### src/rtl/cassette_fsk_tx.sv
// rtl/cassette_fsk_tx.sv - FSK cassette-tape transmitter with frame FIFO
//
// Queues BITS-wide frames and serialises them as a tape square wave. A phase
// accumulator sets the tick rate. Each bit lasts four ticks. A 1 bit toggles
// every tick (two cycles per bit) and a 0 bit toggles every two ticks (one
// cycle per bit).
//
// Ports:
//   clk      - sole clock, rising edge
//   reset    - asynchronous, active-high; clears FIFO and transmitter
//   step     - phase-accumulator increment, sampled every cycle
//   in_valid - in_data holds a frame to queue
//   in_data  - frame to transmit (BITS wide)
//   in_ready - FIFO can accept a frame (low while full or during abort)
//   abort    - synchronous flush of FIFO and transmitter
//   dout     - tape square wave, 1 while idle
//   busy     - transmitter is not idle
//   done     - one-cycle pulse when the last queued frame has been sent
//
// Build option: define CASSETTE_FSK_TX_LEADER_EN to add a leader before
// every burst. A burst is a run of frames that starts from idle. The leader
// is LEADER_LEN frames with the odd-numbered bits set (0xAA for 8 bits).
module cassette_fsk_tx #(
  parameter int ACC_W      = 24,
  parameter int BITS       = 8,
  parameter int FIFO_LOG2  = 2,
  parameter int MSB_FIRST  = 0,
  parameter int LEADER_LEN = 16
) (
  input  logic             clk,
  input  logic             reset,
  input  logic [ACC_W-1:0] step,
  input  logic             in_valid,
  input  logic [BITS-1:0]  in_data,
  output logic             in_ready,
  input  logic             abort,
  output logic             dout,
  output logic             busy,
  output logic             done
);

  localparam int DEPTH = 1 << FIFO_LOG2;
  localparam int IDX_W = (BITS > 1) ? $clog2(BITS) : 1;
  localparam logic [IDX_W-1:0] LAST_IDX = IDX_W'(BITS - 1);

  localparam logic [1:0] S_IDLE = 2'd0;
  localparam logic [1:0] S_DATA = 2'd1;

`ifdef CASSETTE_FSK_TX_LEADER_EN
  localparam logic [1:0] S_LEADER = 2'd2;
  localparam int LEADER_FRAMES = LEADER_LEN;
  localparam int LCNT_W = (LEADER_LEN > 1) ? $clog2(LEADER_LEN) : 1;
  localparam logic [LCNT_W-1:0] LEAD_LAST = LCNT_W'((LEADER_LEN > 0) ? LEADER_LEN - 1 : 0);

  function automatic logic [BITS-1:0] leader_pattern();
    logic [BITS-1:0] p;
    p = '0;
    for (int i = 0; i < BITS; i++) begin
      p[i] = ((i % 2) == 1);
    end
    return p;
  endfunction

  localparam logic [BITS-1:0] LEAD_PAT = leader_pattern();

  logic [LCNT_W-1:0] lead_cnt;
`else
  // Without the leader build, LEADER_LEN has no effect on behaviour.
  localparam int LEADER_FRAMES = 0 * LEADER_LEN;
`endif

  logic [BITS-1:0]    fifo_mem [DEPTH];
  logic [FIFO_LOG2:0] wr_ptr;
  logic [FIFO_LOG2:0] rd_ptr;
  logic               fifo_empty;
  logic               fifo_full;
  logic               push;
  logic               pop;
  logic [BITS-1:0]    fifo_head;

  logic [1:0]         state;
  logic [ACC_W-1:0]   acc;
  logic [ACC_W:0]     acc_sum;
  logic [1:0]         cnt;
  logic [IDX_W-1:0]   bit_idx;
  logic [BITS-1:0]    shreg;
  logic [BITS-1:0]    shreg_next;
  logic               tick;
  logic               frame_end;
  logic               cur_bit;

  // The extra pointer bit tells full apart from empty when the indices match.
  assign fifo_empty = (wr_ptr == rd_ptr);
  assign fifo_full  = (wr_ptr[FIFO_LOG2] != rd_ptr[FIFO_LOG2]) &&
                      (wr_ptr[FIFO_LOG2-1:0] == rd_ptr[FIFO_LOG2-1:0]);
  assign fifo_head  = fifo_mem[rd_ptr[FIFO_LOG2-1:0]];
  assign in_ready   = !fifo_full && !abort;
  assign push       = in_valid && in_ready;

  // The carry out of this cycle's addition is the tick. It acts on the same
  // edge that stores the new accumulator value.
  assign acc_sum    = {1'b0, acc} + {1'b0, step};
  assign tick       = acc_sum[ACC_W];
  assign frame_end  = (state != S_IDLE) && tick && (cnt == 2'd3) && (bit_idx == LAST_IDX);
  assign cur_bit    = (MSB_FIRST != 0) ? shreg[BITS-1] : shreg[0];
  assign shreg_next = (MSB_FIRST != 0) ? (shreg << 1) : (shreg >> 1);

  assign busy = (state != S_IDLE);
  assign dout = (state == S_IDLE) ? 1'b1 : (cur_bit ? ~cnt[0] : ~cnt[1]);

  always_comb begin
    pop = 1'b0;
    if (!abort) begin
      case (state)
        S_IDLE:   pop = !fifo_empty && (LEADER_FRAMES == 0);
        S_DATA:   pop = frame_end && !fifo_empty;
`ifdef CASSETTE_FSK_TX_LEADER_EN
        S_LEADER: pop = frame_end && (lead_cnt == LEAD_LAST);
`endif
        default:  pop = 1'b0;
      endcase
    end
  end

  always_ff @(posedge clk) begin
    if (push) begin
      fifo_mem[wr_ptr[FIFO_LOG2-1:0]] <= in_data;
    end
  end

  always_ff @(posedge clk or posedge reset) begin
    if (reset) begin
      wr_ptr   <= '0;
      rd_ptr   <= '0;
      state    <= S_IDLE;
      acc      <= '0;
      cnt      <= '0;
      bit_idx  <= '0;
      shreg    <= '0;
      done     <= 1'b0;
`ifdef CASSETTE_FSK_TX_LEADER_EN
      lead_cnt <= '0;
`endif
    end else begin
      done <= 1'b0;
      if (abort) begin
        wr_ptr   <= '0;
        rd_ptr   <= '0;
        state    <= S_IDLE;
        acc      <= '0;
        cnt      <= '0;
        bit_idx  <= '0;
`ifdef CASSETTE_FSK_TX_LEADER_EN
        lead_cnt <= '0;
`endif
      end else begin
        if (push) begin
          wr_ptr <= wr_ptr + 1'b1;
        end
        if (pop) begin
          rd_ptr <= rd_ptr + 1'b1;
        end
        case (state)
          S_IDLE: begin
            // The accumulator holds while idle. Each burst starts from phase 0.
            if (!fifo_empty) begin
              acc     <= '0;
              cnt     <= '0;
              bit_idx <= '0;
`ifdef CASSETTE_FSK_TX_LEADER_EN
              if (LEADER_FRAMES != 0) begin
                state    <= S_LEADER;
                shreg    <= LEAD_PAT;
                lead_cnt <= '0;
              end else begin
                state <= S_DATA;
                shreg <= fifo_head;
              end
`else
              state <= S_DATA;
              shreg <= fifo_head;
`endif
            end
          end
          default: begin
            // Leader and data frames share the same bit timing.
            acc <= acc_sum[ACC_W-1:0];
            if (tick) begin
              cnt <= cnt + 2'd1;
              if (cnt == 2'd3) begin
                if (bit_idx != LAST_IDX) begin
                  bit_idx <= bit_idx + 1'b1;
                  shreg   <= shreg_next;
                end else begin
                  bit_idx <= '0;
`ifdef CASSETTE_FSK_TX_LEADER_EN
                  if (state == S_LEADER) begin
                    if (lead_cnt == LEAD_LAST) begin
                      state <= S_DATA;
                      shreg <= fifo_head;
                    end else begin
                      lead_cnt <= lead_cnt + 1'b1;
                      shreg    <= LEAD_PAT;
                    end
                  end else if (!fifo_empty) begin
                    shreg <= fifo_head;
                  end else begin
                    state <= S_IDLE;
                    done  <= 1'b1;
                  end
`else
                  // The accumulator keeps running into the next frame, so
                  // back-to-back frames have no gap ticks.
                  if (!fifo_empty) begin
                    shreg <= fifo_head;
                  end else begin
                    state <= S_IDLE;
                    done  <= 1'b1;
                  end
`endif
                end
              end
            end
          end
        endcase
      end
    end
  end

endmodule

### config.mk
export PLATFORM = sky130hd
export DESIGN_NAME = cassette_fsk_tx
export DESIGN_NICKNAME = d
export VERILOG_FILES = /design/src/rtl/cassette_fsk_tx.sv
export SDC_FILE = /design/constraint.sdc
export NUM_CORES = 1
export LEC_CHECK = 0
export CAP_MARGIN = 10
export CORE_MARGIN = 5
export CORE_UTILIZATION = 62
export DETAILED_ROUTE_END_ITERATION = 8
export PLACE_DENSITY = 0.93
export SLEW_MARGIN = 20
export SYNTH_ARGS = -nofsm -noshare
export SYNTH_HDL_FRONTEND = slang
export SYNTH_SLANG_ARGS = --single-unit
### constraint.sdc
create_clock -name clk -period 4.2 [get_ports clk]
set_clock_uncertainty 0.15 [all_clocks]
set_input_delay 0.84 -clock clk [delete_from_list [all_inputs] [get_ports clk]]
set_output_delay 0.84 -clock clk [all_outputs]
set_load 0.02 [all_outputs]
==> impl_metrics.csv <==
group,metric,value,unit
outcome,status,"finished, final reports clean",
setup_path,critPathTopFamily,"compound AO/OA/AOI/OAI gates",
final_layout,nets,503,
timing,hold_violations,0,
global_routing,grt_pass1_wl,15300,um
timing,max_freq,0.269,GHz
setup_path,setup.worst_path.start,"step[0]",
pwr,leakagePower,2.12,nW
global_routing,gr-max-usage-layer,"met2",
routing,drc,0,
final_layout,final_area,5040,um2
global_routing,grt_use_met2,0.381,
setup_path,crit_arrival,3870,ps
global_routing,overflow,0,
floorplanning,start_util,0.639,
yosys,ys_warn_count,0,
routing,ant_nets,0,
routing,via_per_inst,6.06,
placed_design,port_buffers,39,
pwr,finalPower,0.00270,W
final_layout,syn_to_final_growth,16.2,%
yosys,yosys-top-cells-count,"dfrtp_1 (45), nand2_1 (39), a21oi_1 (32), edfxtp_1 (32), ha_1 (32)",
clock_tree,cts_tree,"done",
job,cap_violations,0,
yosys,syn_area,4340,um2
yosys,synth_top_family_by_area,"compound AO/OA/AOI/OAI gates",
placed_design,dpl_cell_area,4830,um2
setup_path,endpoint,"bit_idx[0]$_DFFE_PP0P_",
timing,fin_crit,3710,ps
floorplanning,io_pins,40,
yosys,synthTopCellsByArea,"dfrtp_1 (26%), edfxtp_1 (22%), ha_1 (9.2%)",
placed_design,gp_congestion,0.864,
timing,relSlewSlack,0.390,
final_layout,num_antenna_cells,0,
yosys,avgSynthCellArea,11.1,um2
yosys,synth.distinct_cells,56,
clock_tree,clk_pin_slew,90,ps
floorplanning,core_area,6790,um2
min_path,hold_path_depth,2,
setup_path,cp_max_fo,4,
clock_tree,clock_path_buffers,2,
yosys,netlist_instances,392,
setup_path,cp.depth,12,
clock_tree,clk_latency,360,ps
yosys,synth_xor_area_frac,0.0464,
yosys,ys.flop_type,"dfrtp_1",
pwr,vdd_ir_drop_max,0.397,mV
yosys,synthSimpleGateAreaFrac,0.118,
timing,setup_tns,0,ps
min_path,hp-class,"reg2reg",
setup_path,crit_buf_inv,2,
global_routing,grt_max_degree,26,
global_routing,use_met3,0.0537,
floorplanning,die_w,93.7,um
floorplanning,die_y,93.7,um
setup_path,r2r_slack,1030,ps
setup_path,worstReg2RegStart,"acc[0]$_DFFE_PP0P_",
setup_path,crit_path_top_delay_cell,"clkdlybuf4s50_1",
timing,finalWorstSetupSlack,486,ps
final_layout,n_fill_cell,439,
placed_design,dp_slack,214,ps
global_routing,grt_usage,0.223,
yosys,synth_edf_count,32,
setup_path,path_cells,"clkdlybuf4s50_1, ha_1, inv_1, fa_1, nor2b_1, o31ai_2, a211oi_1, o2111a_1, or3_1, nand2_2, nor3_1, mux2_2",
setup_path,worstSetupPathType,"in2reg",
yosys,synth_compound_area_frac,0.178,
clock_tree,root_buffer,"clkbuf_8",
global_routing,grt_pass1_vias,3284,
yosys,synth_nets,461,
floorplanning,dieArea,8780,um2
timing,slew_viol_final,0,
floorplanning,core.rowCount,30,
yosys,synth.largest_area_cell,"dfrtp_1",
clock_tree,post_cts_buffers,0,
setup_path,required,4350,ps
routing,via_count,3241,
yosys,muxShareOfSynthArea,0.0536,
routing,drt_iter0_drc,204,
yosys,synthAdderAreaFrac,0.0968,
clock_tree,ctsHoldBuffers,0,
final_layout,final_layout_size_suffix_gt1_frac,0.100,
setup_path,start_kind,"input pin",
setup_path,rr_endpoint,"bit_idx[0]$_DFFE_PP0P_",
routing,wl_per_cell,17.0,um
clock_tree,cts_resized,0,
clock_tree,cts_buffers,9,
setup_path,crit_path_end_kind,"flip-flop",
clock_tree,htree_levels,3,
routing,wl,9110,um
setup_path,worstRegToRegCells,11,
placed_design,dp_hpwl,6600,um
timing,rsz0062_at_grt,"no",
timing,holdWs,343,ps
timing,fin_crit_sh,0.884,
pwr,powerDensity,535,nW/um2
yosys,synth_seq_area_share,0.481,
setup_path,slowest_delay,460,ps
clock_tree,cts_sinks,77,
routing,drtPass1Iterations,5,
timing,worstMarginPinSlew,915,ps
global_routing,met1_usage,0.266,
timing,finalSetupViolCount,0,
yosys,synthMostInstantiatedCell,"dfrtp_1",
yosys,ys_ff_latch,77,
global_routing,antenna_found_initial,0,
yosys,synth_top_area_share,0.259,
yosys,async_reset_ff_frac,0.584,
[stage by stage]
| stage | instances | util |
|---|---|---|
| 2_1_floorplan | 392 | - |
| 3_3_place_gp | 519 | 0.711 |
| 3_5_place_dp | 519 | 0.711 |
| 4_1_cts | 535 | 0.742 |
| 5_1_grt | 535 | 0.742 |
| 6_report | 535 | 0.742 |
[worst min-delay path by stage]
stage / start / to / slack, ps
after detailed placement: acc[13]$_DFFE_PP0P_ / acc[13]$_DFFE_PP0P_ / 330
after global placement: acc[10]$_DFFE_PP0P_ / acc[10]$_DFFE_PP0P_ / 320
final: acc[13]$_DFFE_PP0P_ / acc[13]$_DFFE_PP0P_ / 340
after global routing: bit_idx[2]$_DFFE_PP0P_ / bit_idx[2]$_DFFE_PP0P_ / 370
after CTS: acc[13]$_DFFE_PP0P_ / acc[13]$_DFFE_PP0P_ / 350
after floorplan: acc[14]$_DFFE_PP0P_ / acc[14]$_DFFE_PP0P_ / 300
[flip-flops by register name (all words and copies together), names as in the netlist]
name / count
done: 1
fifo_mem: 32
shreg: 8
rd_ptr: 3
cnt: 2
wr_ptr: 3
acc: 24
bit_idx: 3
state: 1
[placed cells by master (no fill, tap or decap), types with 2 or more instances in the layout]
cell / Yosys / layout
dfrtp_1: 45 / 45
nand2_1: 39 / 39
clkdlybuf4s50_1: 0 / 39
a21oi_1: 32 / 32
ha_1: 32 / 32
edfxtp_1: 32 / 32
o21ai_0: 28 / 28
nor2_1: 23 / 23
inv_1: 17 / 16
xor2_1: 13 / 13
nor3_1: 11 / 11
xnor2_1: 10 / 10
clkbuf_8: 0 / 9
mux4_2: 8 / 8
o22ai_1: 7 / 7
nand2b_1: 5 / 5
a21o_1: 5 / 5
a22o_1: 5 / 5
and3_1: 5 / 5
a211oi_1: 4 / 4
nor4_1: 4 / 4
buf_4: 1 / 4
or3_1: 3 / 3
nor2b_1: 3 / 3
o211a_1: 3 / 3
nand3_1: 3 / 3
a31oi_1: 3 / 3
mux2i_1: 3 / 3
inv_8: 0 / 3
nor3_2: 2 / 2
o211ai_2: 2 / 2
o31ai_2: 2 / 2
and2_1: 2 / 2
a21boi_0: 2 / 2
o211ai_1: 2 / 2
o21bai_1: 2 / 2
mux2_2: 2 / 2
o31ai_1: 2 / 2
clkinv_4: 0 / 2
[tightest hold or removal path: cells and delay by family (launching register included)]
family / cells / cell delay (ps)
and+or+nand+nor: 1 / 50
DFF: 1 / 360
AOI/OAI and AO/OA: 1 / 60
[layer usage]
layer	wire length [um]	up-vias
met3	440	24
li1	-	1540
met4	188	0
met1	3840	1555
met2	4640	122
met5	0	-
[cells by family (layout without fill, tap and decap cells)]
| group | count (synthesis) | after routing |
|---|---|---|
| compound gates | 111 | 111 |
| xor+xnor | 23 | 23 |
| fa+ha+maj | 33 | 33 |
| buf+inv | 29 | 76 |
| simple gates | 106 | 106 |
| mux | 13 | 13 |
| flops | 77 | 77 |
[power breakdown]
group	internal (W)	switching, W
sequential	0.000913	0.000117
combinational	0.000466	0.000599
clock	0.000291	0.000314
total	0.00167	0.00103
[area by class of cell]
cell class	instances	area, um2	area share
clock buffers	9	124	0.0246
clock inverters	7	90.1	0.0179
inverters	17	63.8	0.0127
multi-input cells	286	2140	0.424
flip-flops and latches	77	2090	0.414
well taps	96	120	0.0238
repair buffers	43	420	0.0834
No activity file was read; power rests on OpenSTA's default activity.
